==> config.mk <==
export PLATFORM = sky130hd
export DESIGN_NAME = interval_timer_ctrl
export DESIGN_NICKNAME = d
export VERILOG_FILES = /design/src/rtl/interval_timer_ctrl_pkg.sv /design/src/rtl/counter.sv /design/src/rtl/interval_timer_ctrl.sv
export SDC_FILE = /design/constraint.sdc
export NUM_CORES = 1
export LEC_CHECK = 0
export BUFFER_PORTS_ARGS = -buffer_cell sky130_fd_sc_hd__buf_2
export CORE_ASPECT_RATIO = 0.6
export CORE_UTILIZATION = 45
export DETAILED_ROUTE_END_ITERATION = 16
export GPL_TIMING_DRIVEN = 0
export PLACE_DENSITY = 0.68
export REMOVE_ABC_BUFFERS = 1
export SETUP_SLACK_MARGIN = 0.02
export SLEW_MARGIN = 20
export SYNTH_ARGS = -nofsm -noshare
export SYNTH_HDL_FRONTEND = slang
export SYNTH_SLANG_ARGS = --single-unit
==> constraint.sdc <==
create_clock -name clk -period 2.91 [get_ports clk]
set_input_delay 0.7275 -clock clk [delete_from_list [all_inputs] [get_ports clk]]
set_output_delay 0.7275 -clock clk [all_outputs]
set_load 0.1 [all_outputs]
==> src/rtl/interval_timer_ctrl_pkg.sv <==
// rtl/interval_timer_ctrl_pkg.sv - shared state encoding for the interval timer sequencer
package interval_timer_ctrl_pkg;

    localparam int TIMER_STATE_W = 2;

    typedef enum logic [TIMER_STATE_W-1:0] {
        ST_IDLE   = 2'd0,
        ST_RUN    = 2'd1,
        ST_PAUSED = 2'd2
    } timer_state_t;

endpackage

==> src/rtl/counter.sv <==
// rtl/counter.sv - loadable up-counter with sticky out-of-range (carry-out) flag
//
// Ports:
//   clk, a_reset_n   clock, asynchronous active-low reset
//   reset            synchronous clear (highest synchronous priority)
//   load, load_data  preload the count and clear out_of_range
//   increment        count up by one; a carry out of the top bit sets out_of_range
//   count            current count value
//   out_of_range     sticky, set when the count wraps past all-ones
module counter #(
    parameter int WIDTH = 8
) (
    input  logic             clk,
    input  logic             a_reset_n,
    input  logic             reset,
    input  logic             load,
    input  logic [WIDTH-1:0] load_data,
    input  logic             increment,
    output logic [WIDTH-1:0] count,
    output logic             out_of_range
);

    logic [WIDTH:0] count_inc;

    assign count_inc = {1'b0, count} + (WIDTH+1)'(1);

    always_ff @(posedge clk or negedge a_reset_n) begin
        if (!a_reset_n) begin
            count        <= '0;
            out_of_range <= 1'b0;
        end else if (reset) begin
            count        <= '0;
            out_of_range <= 1'b0;
        end else if (load) begin
            count        <= load_data;
            out_of_range <= 1'b0;
        end else if (increment) begin
            count        <= count_inc[WIDTH-1:0];
            out_of_range <= out_of_range | count_inc[WIDTH];
        end
    end

endmodule

==> src/rtl/interval_timer_ctrl.sv <==
// rtl/interval_timer_ctrl.sv - programmable interval timer sequencer around one counter
//
// Ports:
//   clk, a_reset_n   clock, asynchronous active-low reset
//   reset            synchronous soft reset, same effect as a_reset_n
//   start / stop     pulses: arm from IDLE / abort to IDLE
//   pause            level: freeze prescaler and counter while high
//   mode_periodic    1 = auto-reload on expiry, 0 = one-shot (sampled at load)
//   period           ticks per interval, 0 means 2^COUNT_WIDTH (sampled at load)
//   prescale         one tick every prescale+1 clocks (sampled at load)
//   irq_clear        pulse: clear irq
//   busy, paused     state != IDLE, state == PAUSED
//   expire           one-cycle pulse per expiry
//   irq              sticky expiry flag
//   expire_count     saturating expiry count since start
//   elapsed          ticks elapsed in the current interval
module interval_timer_ctrl
    import interval_timer_ctrl_pkg::*;
#(
    parameter int COUNT_WIDTH = 8,
    parameter int PRE_WIDTH   = 8,
    parameter int EXP_WIDTH   = 8
) (
    input  logic                   clk,
    input  logic                   a_reset_n,
    input  logic                   reset,
    input  logic                   start,
    input  logic                   stop,
    input  logic                   pause,
    input  logic                   mode_periodic,
    input  logic [COUNT_WIDTH-1:0] period,
    input  logic [PRE_WIDTH-1:0]   prescale,
    input  logic                   irq_clear,
    output logic                   busy,
    output logic                   paused,
    output logic                   expire,
    output logic                   irq,
    output logic [EXP_WIDTH-1:0]   expire_count,
    output logic [COUNT_WIDTH-1:0] elapsed
);

    timer_state_t state, state_nxt;

    logic [COUNT_WIDTH-1:0] sh_period;
    logic [PRE_WIDTH-1:0]   sh_prescale;
    logic                   sh_mode;
    logic [PRE_WIDTH-1:0]   pre_cnt;

    logic                   do_load;
    logic                   clr_count;
    logic                   expire_c;
    logic                   advance;
    logic                   tick;
    logic                   cnt_reset;
    logic                   cnt_inc;
    logic [COUNT_WIDTH-1:0] cnt_load_data;
    logic [COUNT_WIDTH-1:0] cnt_count;
    logic                   cnt_oor;

    // Preloading with -period makes the carry out of the top bit land after
    // exactly `period` increments; period 0 loads 0 and so takes 2^W ticks.
    assign cnt_load_data = (~period) + COUNT_WIDTH'(1);

    always_comb begin
        state_nxt = state;
        do_load   = 1'b0;
        clr_count = 1'b0;
        expire_c  = 1'b0;
        if (reset) begin
            state_nxt = ST_IDLE;
        end else begin
            case (state)
                ST_IDLE: begin
                    if (start && !stop) begin
                        do_load   = 1'b1;
                        clr_count = 1'b1;
                        state_nxt = ST_RUN;
                    end
                end
                ST_RUN, ST_PAUSED: begin
                    if (stop) begin
                        state_nxt = ST_IDLE;
                    end else if (cnt_oor) begin
                        expire_c = 1'b1;
                        if (sh_mode) begin
                            do_load   = 1'b1;
                            state_nxt = ST_RUN;
                        end else begin
                            state_nxt = ST_IDLE;
                        end
                    end else if (pause) begin
                        state_nxt = ST_PAUSED;
                    end else begin
                        state_nxt = ST_RUN;
                    end
                end
                default: state_nxt = ST_IDLE;
            endcase
        end
    end

    always_ff @(posedge clk or negedge a_reset_n) begin
        if (!a_reset_n) begin
            state <= ST_IDLE;
        end else begin
            state <= state_nxt;
        end
    end

    // Freezing follows the pause level rather than the PAUSED state so that a
    // pause of N cycles delays expiry by exactly N cycles.
    assign advance   = (state != ST_IDLE) && !reset && !stop && !pause && !cnt_oor;
    assign tick      = (pre_cnt == sh_prescale);
    assign cnt_inc   = advance && tick;
    assign cnt_reset = reset || ((state == ST_IDLE) && !do_load);

    always_ff @(posedge clk or negedge a_reset_n) begin
        if (!a_reset_n) begin
            pre_cnt <= '0;
        end else if (reset || do_load || (state == ST_IDLE)) begin
            pre_cnt <= '0;
        end else if (advance) begin
            pre_cnt <= tick ? '0 : pre_cnt + PRE_WIDTH'(1);
        end
    end

    always_ff @(posedge clk or negedge a_reset_n) begin
        if (!a_reset_n) begin
            sh_period   <= '0;
            sh_prescale <= '0;
            sh_mode     <= 1'b0;
        end else if (reset) begin
            sh_period   <= '0;
            sh_prescale <= '0;
            sh_mode     <= 1'b0;
        end else if (do_load) begin
            sh_period   <= period;
            sh_prescale <= prescale;
            sh_mode     <= mode_periodic;
        end
    end

    always_ff @(posedge clk or negedge a_reset_n) begin
        if (!a_reset_n) begin
            expire_count <= '0;
        end else if (reset || clr_count) begin
            expire_count <= '0;
        end else if (expire_c && !(&expire_count)) begin
            expire_count <= expire_count + EXP_WIDTH'(1);
        end
    end

    always_ff @(posedge clk or negedge a_reset_n) begin
        if (!a_reset_n) begin
            irq <= 1'b0;
        end else if (reset) begin
            irq <= 1'b0;
        end else if (expire_c) begin
            irq <= 1'b1;
        end else if (irq_clear) begin
            irq <= 1'b0;
        end
    end

    counter #(
        .WIDTH(COUNT_WIDTH)
    ) u_counter (
        .clk          (clk),
        .a_reset_n    (a_reset_n),
        .reset        (cnt_reset),
        .load         (do_load),
        .load_data    (cnt_load_data),
        .increment    (cnt_inc),
        .count        (cnt_count),
        .out_of_range (cnt_oor)
    );

    assign busy    = (state != ST_IDLE);
    assign paused  = (state == ST_PAUSED);
    assign expire  = expire_c;
    assign elapsed = busy ? (cnt_count + sh_period) : '0;

endmodule

==> results of run 1 <==
-- cell usage in the layout, fill, tap and decap left out, drive strengths merged, types with 3 or more instances in the layout --
cell type	n
a211oi	3
a21o	7
a21oi	11
a22o	19
a31oi	3
a32oi	3
and3	7
buf	49
clkbuf	6
dfrtp	45
ha	14
inv	9
nand2	16
nand3	12
nand4	6
nor2	29
nor2b	7
nor3	7
nor4	3
o211ai	7
o21ai	14
or3	4
or4	3
xnor2	12
xor2	12
-- routing by layer --
metal / vias to the layer above / share of wire
met2: 50 / 0.41
met1: 1090 / 0.54
li1: 1157 / -
met3: 5 / 0.042
met4: 0 / 0.0054
met5: - / 0
-- final timing paths --
kind | from | to | slack [ps] | cells after the start
max in group asynchronous | a_reset_n | u_counter.count[1] | 2080 | 1
setup / recovery | sh_period[0] | elapsed[6] | -150 | 8
min in group clk | irq | irq | 490 | 1
hold / removal | a_reset_n | sh_period[5] | 420 | 1
setup reg to reg | state[0] | u_counter.count[0] | 400 | 7
hold reg to reg | irq | irq | 490 | 1
-- report_power, final --
| part | switching [W] | internal [W] | leakage, nW |
|---|---|---|---|
| Combinational | 0.000160 | 0.0000850 | 0.939 |
| Sequential | 0.0000190 | 0.000644 | 0.617 |
| Clock | 0.000226 | 0.000258 | 0.0554 |
-- registers in the layout (all words and copies together) (netlist names) --
signal,count
expire_count,8
pre_cnt,8
sh_period,8
sh_prescale,8
u_counter.count,8
state,2
irq,1
sh_mode,1
u_counter.out_of_range,1
-- kinds of logic (layout without fill, tap and decap cells) --
logic type | count (synthesis) | after routing | synth area share
mux | 4 | 4 | 0.0152
flops | 45 | 45 | 0.404
fa+ha+maj | 15 | 15 | 0.0700
compound gates | 76 | 76 | 0.194
simple gates | 103 | 103 | 0.214
buf+inv | 16 | 66 | 0.0278
xor+xnor | 24 | 24 | 0.0753
-- per-stage QoR --
| stage | util | cell area [sq um] | setup TNS (ps) | setup WS, ps | cells |
|---|---|---|---|---|---|
| floorplan | - | 2750 | -4750 | -2130 | 276 |
| global placement | 0.530 | 3060 | -1830 | -279 | 399 |
| detailed placement | 0.534 | 3080 | -177 | -177 | 400 |
| CTS | 0.564 | 3260 | -161 | -161 | 411 |
| global route | 0.576 | 3330 | -686 | -288 | 413 |
| finish | 0.576 | 3330 | -221 | -147 | 413 |
-- repair_timing --
item                                   CTS  global route
setup endpoints to repair                5             4
endpoints found under the hold margin    0             0
gates resized for setup                 15            10
pin swaps                                5             8
buffers inserted                         3             2
-- final cells by class --
class                           count  area [sq um]  area share
Inverter                            9          33.8      0.0101
Clock buffer                        6          72.6      0.0218
Tap cell                           80           100      0.0301
Timing Repair Buffer               49           295      0.0887
Multi-Input combinational cell    222          1660       0.499
Clock inverter                      2          38.8      0.0116
Sequential cell                    45          1130       0.339
==> summary.md, run 1 <==
| Metric | Value |
|---|---|
| Startpoint Class | `flip-flop` |
| Fill cell count | `530` |
| Post-DRT Antenna Nets | `0` |
| Vias per cell | `between 5 and 6` |
| Yosys cell types | `54` |
| Clk sinks | `45` |
| WP data required | `about 2200 ps` |
| Synth cell count leaders | `45 x dfrtp_1, 26 x nor2_1, 19 x a22o_1` |
| Failing checks | `setup timing` |
| Post-DP HPWL | `4.68 mm` |
| Total congestion overflow | `0` |
| CTS root buffer | `clkbuf_8` |
| Seq cells post-synth | `45` |
| GPL Wtd Cong | `just over 0.8` |
| Initial antenna violation count | `0` |
| Fin. Hold Viols | `0` |
| Drt initial violations | `approximately 110` |
| Hold-fix buffers at CTS | `0` |
| Crit-path max cell delay | `390 ps` |
| Worst-Margin Slew | `802 ps` |
| Unrepaired setup endpoints after global routing | `yes` |
| Worst slew margin | `0.465` |
| Endpoints failing setup | `2` |
| Leak | `approximately 1.6 nW` |
| DIE WIDTH | `~100 microns` |
| Largest net degree at the start of global routing | `between 40 and 50` |
| Final wirelength | `~6.4 mm` |
| Layer carrying the most global-route usage | `met1` |
| Starting Density | `0.483` |
| Worst Path Class, Setup | `reg -> out` |
| IO Pins | `between 40 and 50` |
| Final nets | `roughly 370` |
| Crit share post-route | `1.05` |
| Clock Skew | `~12 ps` |
| Max Slew Vio Count | `0` |
| Buf/Inv on CP | `1` |
| Yosys warning count | `0` |
| FP Rows | `21` |
| Largest cells by area after synthesis | `dfrtp_1 40%, ha_1 6.3%, a22o_1 6.0%, xnor2_1 3.8%, xor2_1 3.8%` |
| Mapped Cells | `283` |
| DRC Markers | `0` |
| Die area | `about 6500 sq um` |
| Cell Pwr Density | `roughly 420 nW/um^2` |
| Ant diodes | `0` |
| Port Buffers | `43` |
| Clk slew on worst S/H paths | `90 ps` |
| Clk buf depth | `2` |
| P&R area growth vs syn | `19.4%` |
| Clk_lat worst skew | `a little over 300 ps` |
| Final WS setup | `-147 ps` |
| GR Util met3 | `0.0386` |
| Die height | `between 60 and 70 microns` |
| Number of global-route vias before repair | `~2,100` |
| TritonCTS buffer count | `5` |
| Routed via count | `2,302` |
| WL/cell | `approximately 16 microns` |
| Layout cells sized above 1 | `0.252` |
| Slowest-stage cell, CP | `dfrtp_1` |
| Crit Path Max Fanout | `2` |
| WP data arrival | `about 2300 ps` |
| Mapped Avg Cell Area | `9.86 sq um` |
| Router iterations before antenna repair | `4` |
| Aggregate global-route resource usage | `0.209` |
| GR met1 Demand/Resource | `0.339` |
| Max-cap violation count | `0` |
| Crit path capture type | `output pin` |
| EDFF count, synth | `0` |
| Max Clock Freq | `roughly 0.33 GHz` |
| Pwr Total | `0.00139 W` |
| Yosys top cell by area | `dfrtp_1` |
| CTS tree | `yes` |
| Status | `complete, but fails checks` |
| H-Tree Depth | `2` |
| GRT met2 Usage | `0.282` |
| Seq/Total Area, Yosys | `0.404` |
| Ys async rst share | `1.00` |
| Crit path max-delay family | `compound AO/OA/AOI/OAI gates` |
| Hold WC Path Type | `in -> async` |
| CORE AREA | `5780 sq um` |
| Fin crit period | `roughly 3100 ps` |
| Post-synth design cell area | `~2800 sq um` |
| First-pass GRT wire length | `roughly 11 mm` |
| CP Cell Sequence | `ha_2, fa_2, a21o_1, a21o_1, a21oi_2, mux2i_1, o311ai_2, buf_6` |
| Maximum VDD drop | `184 uV` |
| Hold slack | `roughly 420 ps` |
| Count leader, synth | `dfrtp_1` |
| Most common flop cell mapped by yosys | `dfrtp_1` |
| Area share of the largest cell type after synthesis | `0.404` |
| Crit-path most repeated cell | `a21o_1` |
No activity file was read; power rests on OpenSTA's default activity.
==> run 2: changes to the inputs <==
--- a/config.mk
+++ b/config.mk
@@ -7,10 +7,10 @@
 export LEC_CHECK = 0
 export BUFFER_PORTS_ARGS = -buffer_cell sky130_fd_sc_hd__buf_2
 export CORE_ASPECT_RATIO = 0.6
-export CORE_UTILIZATION = 45
+export CORE_UTILIZATION = 30
 export DETAILED_ROUTE_END_ITERATION = 16
 export GPL_TIMING_DRIVEN = 0
-export PLACE_DENSITY = 0.68
+export PLACE_DENSITY = 0.5
 export REMOVE_ABC_BUFFERS = 1
 export SETUP_SLACK_MARGIN = 0.02
 export SLEW_MARGIN = 20
==> summary.md, run 2 (synthesis results as in run 1) <==
| Metric | Value |
|---|---|
| Status | `complete, but fails checks` |
| Failing checks | `setup timing` |
| Part of the power in the clock network | `0.398 (+0.050)` |
| WP data required | `2180 ps (about the same)` |
| Drt initial violations | `164 (+45%)` |
| Maximum VDD drop | `250 uV (+36%)` |
| Post-DRT Antenna Nets | `0 (unchanged)` |
| Die height | `76.7 microns (+22%)` |
| Commonest non-fill, non-tap cell in the layout | `dfrtp_1` |
| Largest net degree at the start of global routing | `46 (unchanged)` |
| Clk sinks | `45 (unchanged)` |
| Int Pwr | `0.00109 W (+11%)` |
| WP data arrival | `2300 ps (-30 ps)` |
| Clk slew on worst S/H paths | `60 ps (-30 ps)` |
| Worst-Margin Slew | `843 ps (+41.6 ps)` |
| FP Rows | `26 (+24%)` |
| First-pass GRT wire length | `11.8 mm (+9.4%)` |
| Worst slew margin | `0.437 (-0.0278)` |
| Port Buffers | `43 (unchanged)` |
| Switch share | `0.279 (-0.0119)` |
| Clock Skew | `2.24 ps (-10.2 ps)` |
| Aggregate global-route resource usage | `0.157 (-0.0527)` |
| Routed via count | `2,321 (+0.83%)` |
| P&R area growth vs syn | `21.7%` |
| Fin. Hold Viols | `0 (unchanged)` |
| Vias per cell | `5.24 (-6.0%)` |
| Final Non-Filler Cells | `443 (+7.3%)` |
| Final wirelength | `7.24 mm (+13%)` |
| Ant diodes | `0 (unchanged)` |
| Most frequent cells in the layout | `42 x dfrtp_1, 38 x buf_2, 25 x nor2_1, 19 x a22o_1, 15 x nand2_1` |
| Switching Power | `0.000422 W (+4.2%)` |
| Hold WC Path Type | `in -> async` |
| Leak | `1.62 nW (+0.42%)` |
| Post-DP HPWL | `5.32 mm (+14%)` |
| Endpoints failing setup | `1 (-1)` |
| Crit path capture type | `output pin` |
| CORE AREA | `8750 sq um (+51%)` |
| GPL Wtd Cong | `0.748 (-8.2%)` |
| Crit share post-route | `1.04 (-0.0111)` |
| Final WS setup | `-115 ps (+32.4 ps)` |
| Number of global-route vias before repair | `2,163 (+3.6%)` |
| Clk buf depth | `2 (unchanged)` |
| Reg power frac | `0.441 (-0.035)` |
| Final nets | `369 (-0.54%)` |
| IO Pins | `44 (unchanged)` |
| Inst Count DP | `432 (+8.0%)` |
| DRC Markers | `0 (unchanged)` |
| Max Clock Freq | `0.331 GHz (+1.1%)` |
| Max-cap violation count | `0 (unchanged)` |
| Router iterations before antenna repair | `4 (unchanged)` |
| Worst Path Class, Setup | `reg -> out` |
| CTS tree | `yes` |
| TritonCTS buffer count | `5 (unchanged)` |
| WL/cell | `16.4 microns (+4.9%)` |
| Comb power frac | `0.161 (-0.015)` |
| Max Slew Vio Count | `0 (unchanged)` |
| Cell Pwr Density | `445 nW/um^2 (+6.6%)` |
| Starting Density | `0.319 (-0.164)` |
| Total congestion overflow | `0 (unchanged)` |
| Initial antenna violation count | `0 (unchanged)` |
| Crit Path Max Fanout | `2 (unchanged)` |
| H-Tree Depth | `2 (unchanged)` |
| DIE WIDTH | `127 microns (+22%)` |
| Fin crit period | `3030 ps (-32.4 ps)` |
| Fill cell count | `872 (+65%)` |
| Unrepaired setup endpoints after global routing | `yes` |
| Die area | `9700 sq um (+49%)` |
| CTS root buffer | `clkbuf_16` |
| Clk_lat worst skew | `280 ps (-30 ps)` |
| Startpoint Class | `flip-flop` |
| Hold slack | `444 ps (+27.5 ps)` |
| Layout cells sized above 1 | `0.254 (+0.00152)` |
==> run 2: cell count changes in the layout (fill, tap and decap cells not counted), sizes merged <==
cell / previous run / this run
buf: 49 / 47
bufinv: 1 / 0
clkbuf: 6 / 7
==> run 2: stage by stage <==
stage / util / worst slack [ps] / total power [W] / setup TNS, ps / cell area, sq um
after floorplan: - / -2130 / 0.000821 / -4750 / 2750
after global placement: 0.354 / -505 / 0.000903 / -5970 / 3100
after detailed placement: 0.357 / -157 / 0.000907 / -172 / 3120
after CTS: 0.381 / -161 / 0.00152 / -161 / 3330
after global routing: 0.388 / -232 / 0.00158 / -272 / 3400
final: 0.388 / -115 / 0.00151 / -115 / 3400
==> run 2: worst max-delay path, cell delays in order, from the launching register on <==
cell	delay, ps
dfrtp_1	410
ha_4	180
fa_2	350
a21o_1	160
a21o_1	180
a21oi_2	130
mux2i_1	210
o311ai_1	130
buf_4	260
==> run 2: what timing repair did <==
item                                    in CTS  in global routing
hold buffers                                 0                  0
pin swaps                                    2                  8
endpoints found under the setup margin       5                  4
setup buffers                                2                  2
gates resized for setup                     15                  9
==> run 2: layout make-up <==
class	count	area, sq um	share of cell area
inverters	9	33.8	0.00994
clock buffers	7	153	0.0449
clock inverters	1	5.00	0.00147
flip-flops and latches	45	1130	0.333
multi-input cells	222	1670	0.492
well taps	112	140	0.0413
repair buffers	47	265	0.0781
==> run 2: metal layers <==
layer  track usage  wire (microns)
met4        0.0361              34
met2         0.187            2610
met5             0               0
met1         0.268            4270
met3        0.0300             324
==> run 2: power by group through the flow <==
stage	Clock, W	Sequential (W)	Combinational (W)
after floorplan	0	0.000670	0.000152
after CTS	0.000613	0.000664	0.000240
final	0.000602	0.000667	0.000244
after global placement	0	0.000676	0.000227
after global routing	0.000639	0.000670	0.000269
after detailed placement	0	0.000676	0.000231
==> run 2: final timing paths <==
| check | start | to | slack, ps | cells past startpoint |
|---|---|---|---|---|
| min in group clk | irq | irq | 470 | 1 |
| max in group asynchronous | a_reset_n | sh_period[1] | 2030 | 1 |
| worst max-delay path | sh_period[0] | elapsed[6] | -120 | 8 |
| worst max register to register | state[0] | u_counter.count[0] | 370 | 7 |
| worst min register to register | irq | irq | 470 | 1 |
| worst min-delay path | a_reset_n | expire_count[2] | 440 | 1 |
==> run 3: changes to the inputs <==
--- a/config.mk
+++ b/config.mk
@@ -10,7 +10,7 @@
 export CORE_UTILIZATION = 30
 export DETAILED_ROUTE_END_ITERATION = 16
 export GPL_TIMING_DRIVEN = 0
-export PLACE_DENSITY = 0.5
+export PLACE_DENSITY_LB_ADDON = 0.1
 export REMOVE_ABC_BUFFERS = 1
 export SETUP_SLACK_MARGIN = 0.02
 export SLEW_MARGIN = 20
==> summary.md, run 3 (synthesis results as in run 1) <==
| Metric | Value |
|---|---|
| Port Buffers | `43 (unchanged)` |
| Ant diodes | `0 (unchanged)` |
| Die height | `76.7 microns (unchanged)` |
| Cell Pwr Density | `445 nW/um^2 (-0.19%)` |
| Worst Path Class, Setup | `reg -> out` |
| Clk_lat worst skew | `290 ps (about the same)` |
| Unrepaired setup endpoints after global routing | `yes` |
| CTS root buffer | `clkbuf_16` |
| Number of global-route vias before repair | `2,228 (+3.0%)` |
| Clk slew on worst S/H paths | `60 ps (about the same)` |
| First-pass GRT wire length | `12.3 mm (+4.9%)` |
| Max Slew Vio Count | `0 (unchanged)` |
| Layout cells sized above 1 | `0.254 (about the same)` |
| Post-DP HPWL | `5.50 mm (+3.4%)` |
| Total congestion overflow | `0 (unchanged)` |
| WP data arrival | `2280 ps (-20 ps)` |
| Fin crit period | `3000 ps (-20.8 ps)` |
| Commonest non-fill, non-tap cell in the layout | `dfrtp_1` |
| FP Rows | `26 (unchanged)` |
| Hold WC Path Type | `in -> async` |
| DIE WIDTH | `127 microns (unchanged)` |
| CTS tree | `yes` |
| P&R area growth vs syn | `22.7%` |
| Worst-Margin Slew | `876 ps (+32.5 ps)` |
| Worst r2r path cells | `7 (unchanged)` |
| WP data required | `2180 ps (about the same)` |
| Largest net degree at the start of global routing | `29 (-37%)` |
| Die area | `9700 sq um (unchanged)` |
| Leak | `1.65 nW (+1.8%)` |
| Aggregate global-route resource usage | `0.165 (+0.00866)` |
| Crit path capture type | `output pin` |
| Pwr Total | `0.00152 W (+0.58%)` |
| Clock Skew | `4.21 ps (+1.97 ps)` |
| Initial antenna violation count | `0 (unchanged)` |
| Failing checks | `setup timing` |
| Status | `complete, but fails checks` |
| GPL Wtd Cong | `0.735 (-1.8%)` |
| Crit-path most repeated cell | `a21o_1` |
| Starting Density | `0.319 (unchanged)` |
| Worst slew margin | `0.416 (-0.0217)` |
| WL/cell | `16.7 microns (+1.9%)` |
| CP Cell Sequence | `ha_4, fa_2, a21o_1, a21o_1, a21oi_2, mux2i_1, o311ai_1, buf_4` |
| Post-DRT Antenna Nets | `0 (unchanged)` |
| Most frequent cells in the layout | `43 x dfrtp_1, 39 x buf_2, 25 x nor2_1, 19 x a22o_1, 15 x nand2_1` |
| Max Clock Freq | `0.333 GHz (+0.69%)` |
| R2R Path End | `u_counter.count[0]` |
| Final nets | `373 (+1.1%)` |
| TritonCTS buffer count | `5 (unchanged)` |
| Drt initial violations | `164 (unchanged)` |
| H-Tree Depth | `2 (unchanged)` |
| FF-to-FF Start | `state[0]` |
| Routed via count | `2,335 (+0.60%)` |
| Crit Path Max Fanout | `2 (unchanged)` |
| Crit share post-route | `1.03 (-0.00714)` |
| DRC Markers | `0 (unchanged)` |
| Worst R2R Setup Slack | `400 ps (+30 ps)` |
| Endpoints failing setup | `3 (+2)` |
| IO Pins | `44 (unchanged)` |
| Max-cap violation count | `0 (unchanged)` |
| Maximum VDD drop | `216 uV (-13%)` |
| Final wirelength | `7.45 mm (+2.9%)` |
| Router iterations before antenna repair | `4 (unchanged)` |
| Clk buf depth | `2 (unchanged)` |
| Clk sinks | `45 (unchanged)` |
| Slowest-stage cell, CP | `dfrtp_1` |
| Final WS setup | `-94.3 ps (+20.8 ps)` |
| Startpoint Class | `flip-flop` |
| CORE AREA | `8750 sq um (unchanged)` |
| Crit-path max cell delay | `420 ps (about the same)` |
| Vias per cell | `5.22 (-0.30%)` |
| Fin. Hold Viols | `0 (unchanged)` |
| Design Area, Final | `3420 sq um (+0.77%)` |
| Placed inst area | `3140 sq um (+0.64%)` |
==> run 3: cell count changes in the layout (fill, tap and decap cells not counted) <==
cell / previous run / this run
buf_12: 0 / 1
buf_2: 38 / 39
buf_4: 7 / 8
buf_6: 2 / 3
dfrtp_1: 42 / 43
dfrtp_2: 3 / 2
ha_1: 10 / 11
ha_4: 3 / 2
o21ai_1: 0 / 1
o21ai_2: 2 / 1
==> run 3: what timing repair did <==
| action | 4_1_cts | 5_1_grt |
|---|---|---|
| setup buffers | 3 | 3 |
| endpoints found under the setup margin | 5 | 4 |
| resized for setup | 18 | 4 |
| hold buffers | 0 | 0 |
| pin swaps | 8 | 3 |
==> run 3: per-stage QoR <==
step                setup TNS [ps]  instances  worst slack, ps  hold WS, ps  utilization
CTS                           -138        444             -138          392        0.386
floorplan                    -4750        276            -2130          432            -
global placement             -6250        431             -510          455        0.354
detailed placement            -190        433             -161          462        0.359
global route                  -577        447             -207          406        0.391
finish                        -112        447            -94.3          375        0.391
==> run 3: report_power, final <==
part | switching, W | internal, W | total (W)
logic | 0.000163 | 0.0000844 | 0.000247
registers | 0.0000212 | 0.000645 | 0.000666
clock network | 0.000245 | 0.000364 | 0.000610
==> run 3: how the worst max path moves through the flow <==
stage | from | end
global route | u_counter.count[0] | elapsed[6]
floorplan | state[0] | elapsed[6]
detailed placement | u_counter.count[0] | elapsed[6]
CTS | u_counter.count[0] | elapsed[6]
global placement | state[0] | u_counter.count[1]
finish | u_counter.count[0] | elapsed[6]
==> run 3: worst max-delay path: cells and delay by family, from the launching register on <==
| family | cells | cell delay, ps |
|---|---|---|
| flops | 1 | 420 |
| fa+ha+maj | 2 | 520 |
| compound gates | 4 | 600 |
| mux | 1 | 200 |
| buf+inv | 1 | 260 |
==> run 3: metal layers <==
metal  global-route usage  routed length [microns]  vias up
li1                     -                        -     1161
met1                0.276                     4340     1101
met2                0.205                     2640       68
met3               0.0342                      413        5
met4               0.0361                       56        0
met5                    0                        0        -
==> run 3: final cells by class <==
| cell class | count | area (sq um) |
|---|---|---|
| clock buffer | 7 | 153 |
| clock inverter | 1 | 5.00 |
| fill | 886 | 5330 |
| inverter | 9 | 33.8 |
| multi-input combinational | 222 | 1650 |
| sequential | 45 | 1130 |
| tap | 112 | 140 |
| timing repair buffer | 51 | 309 |
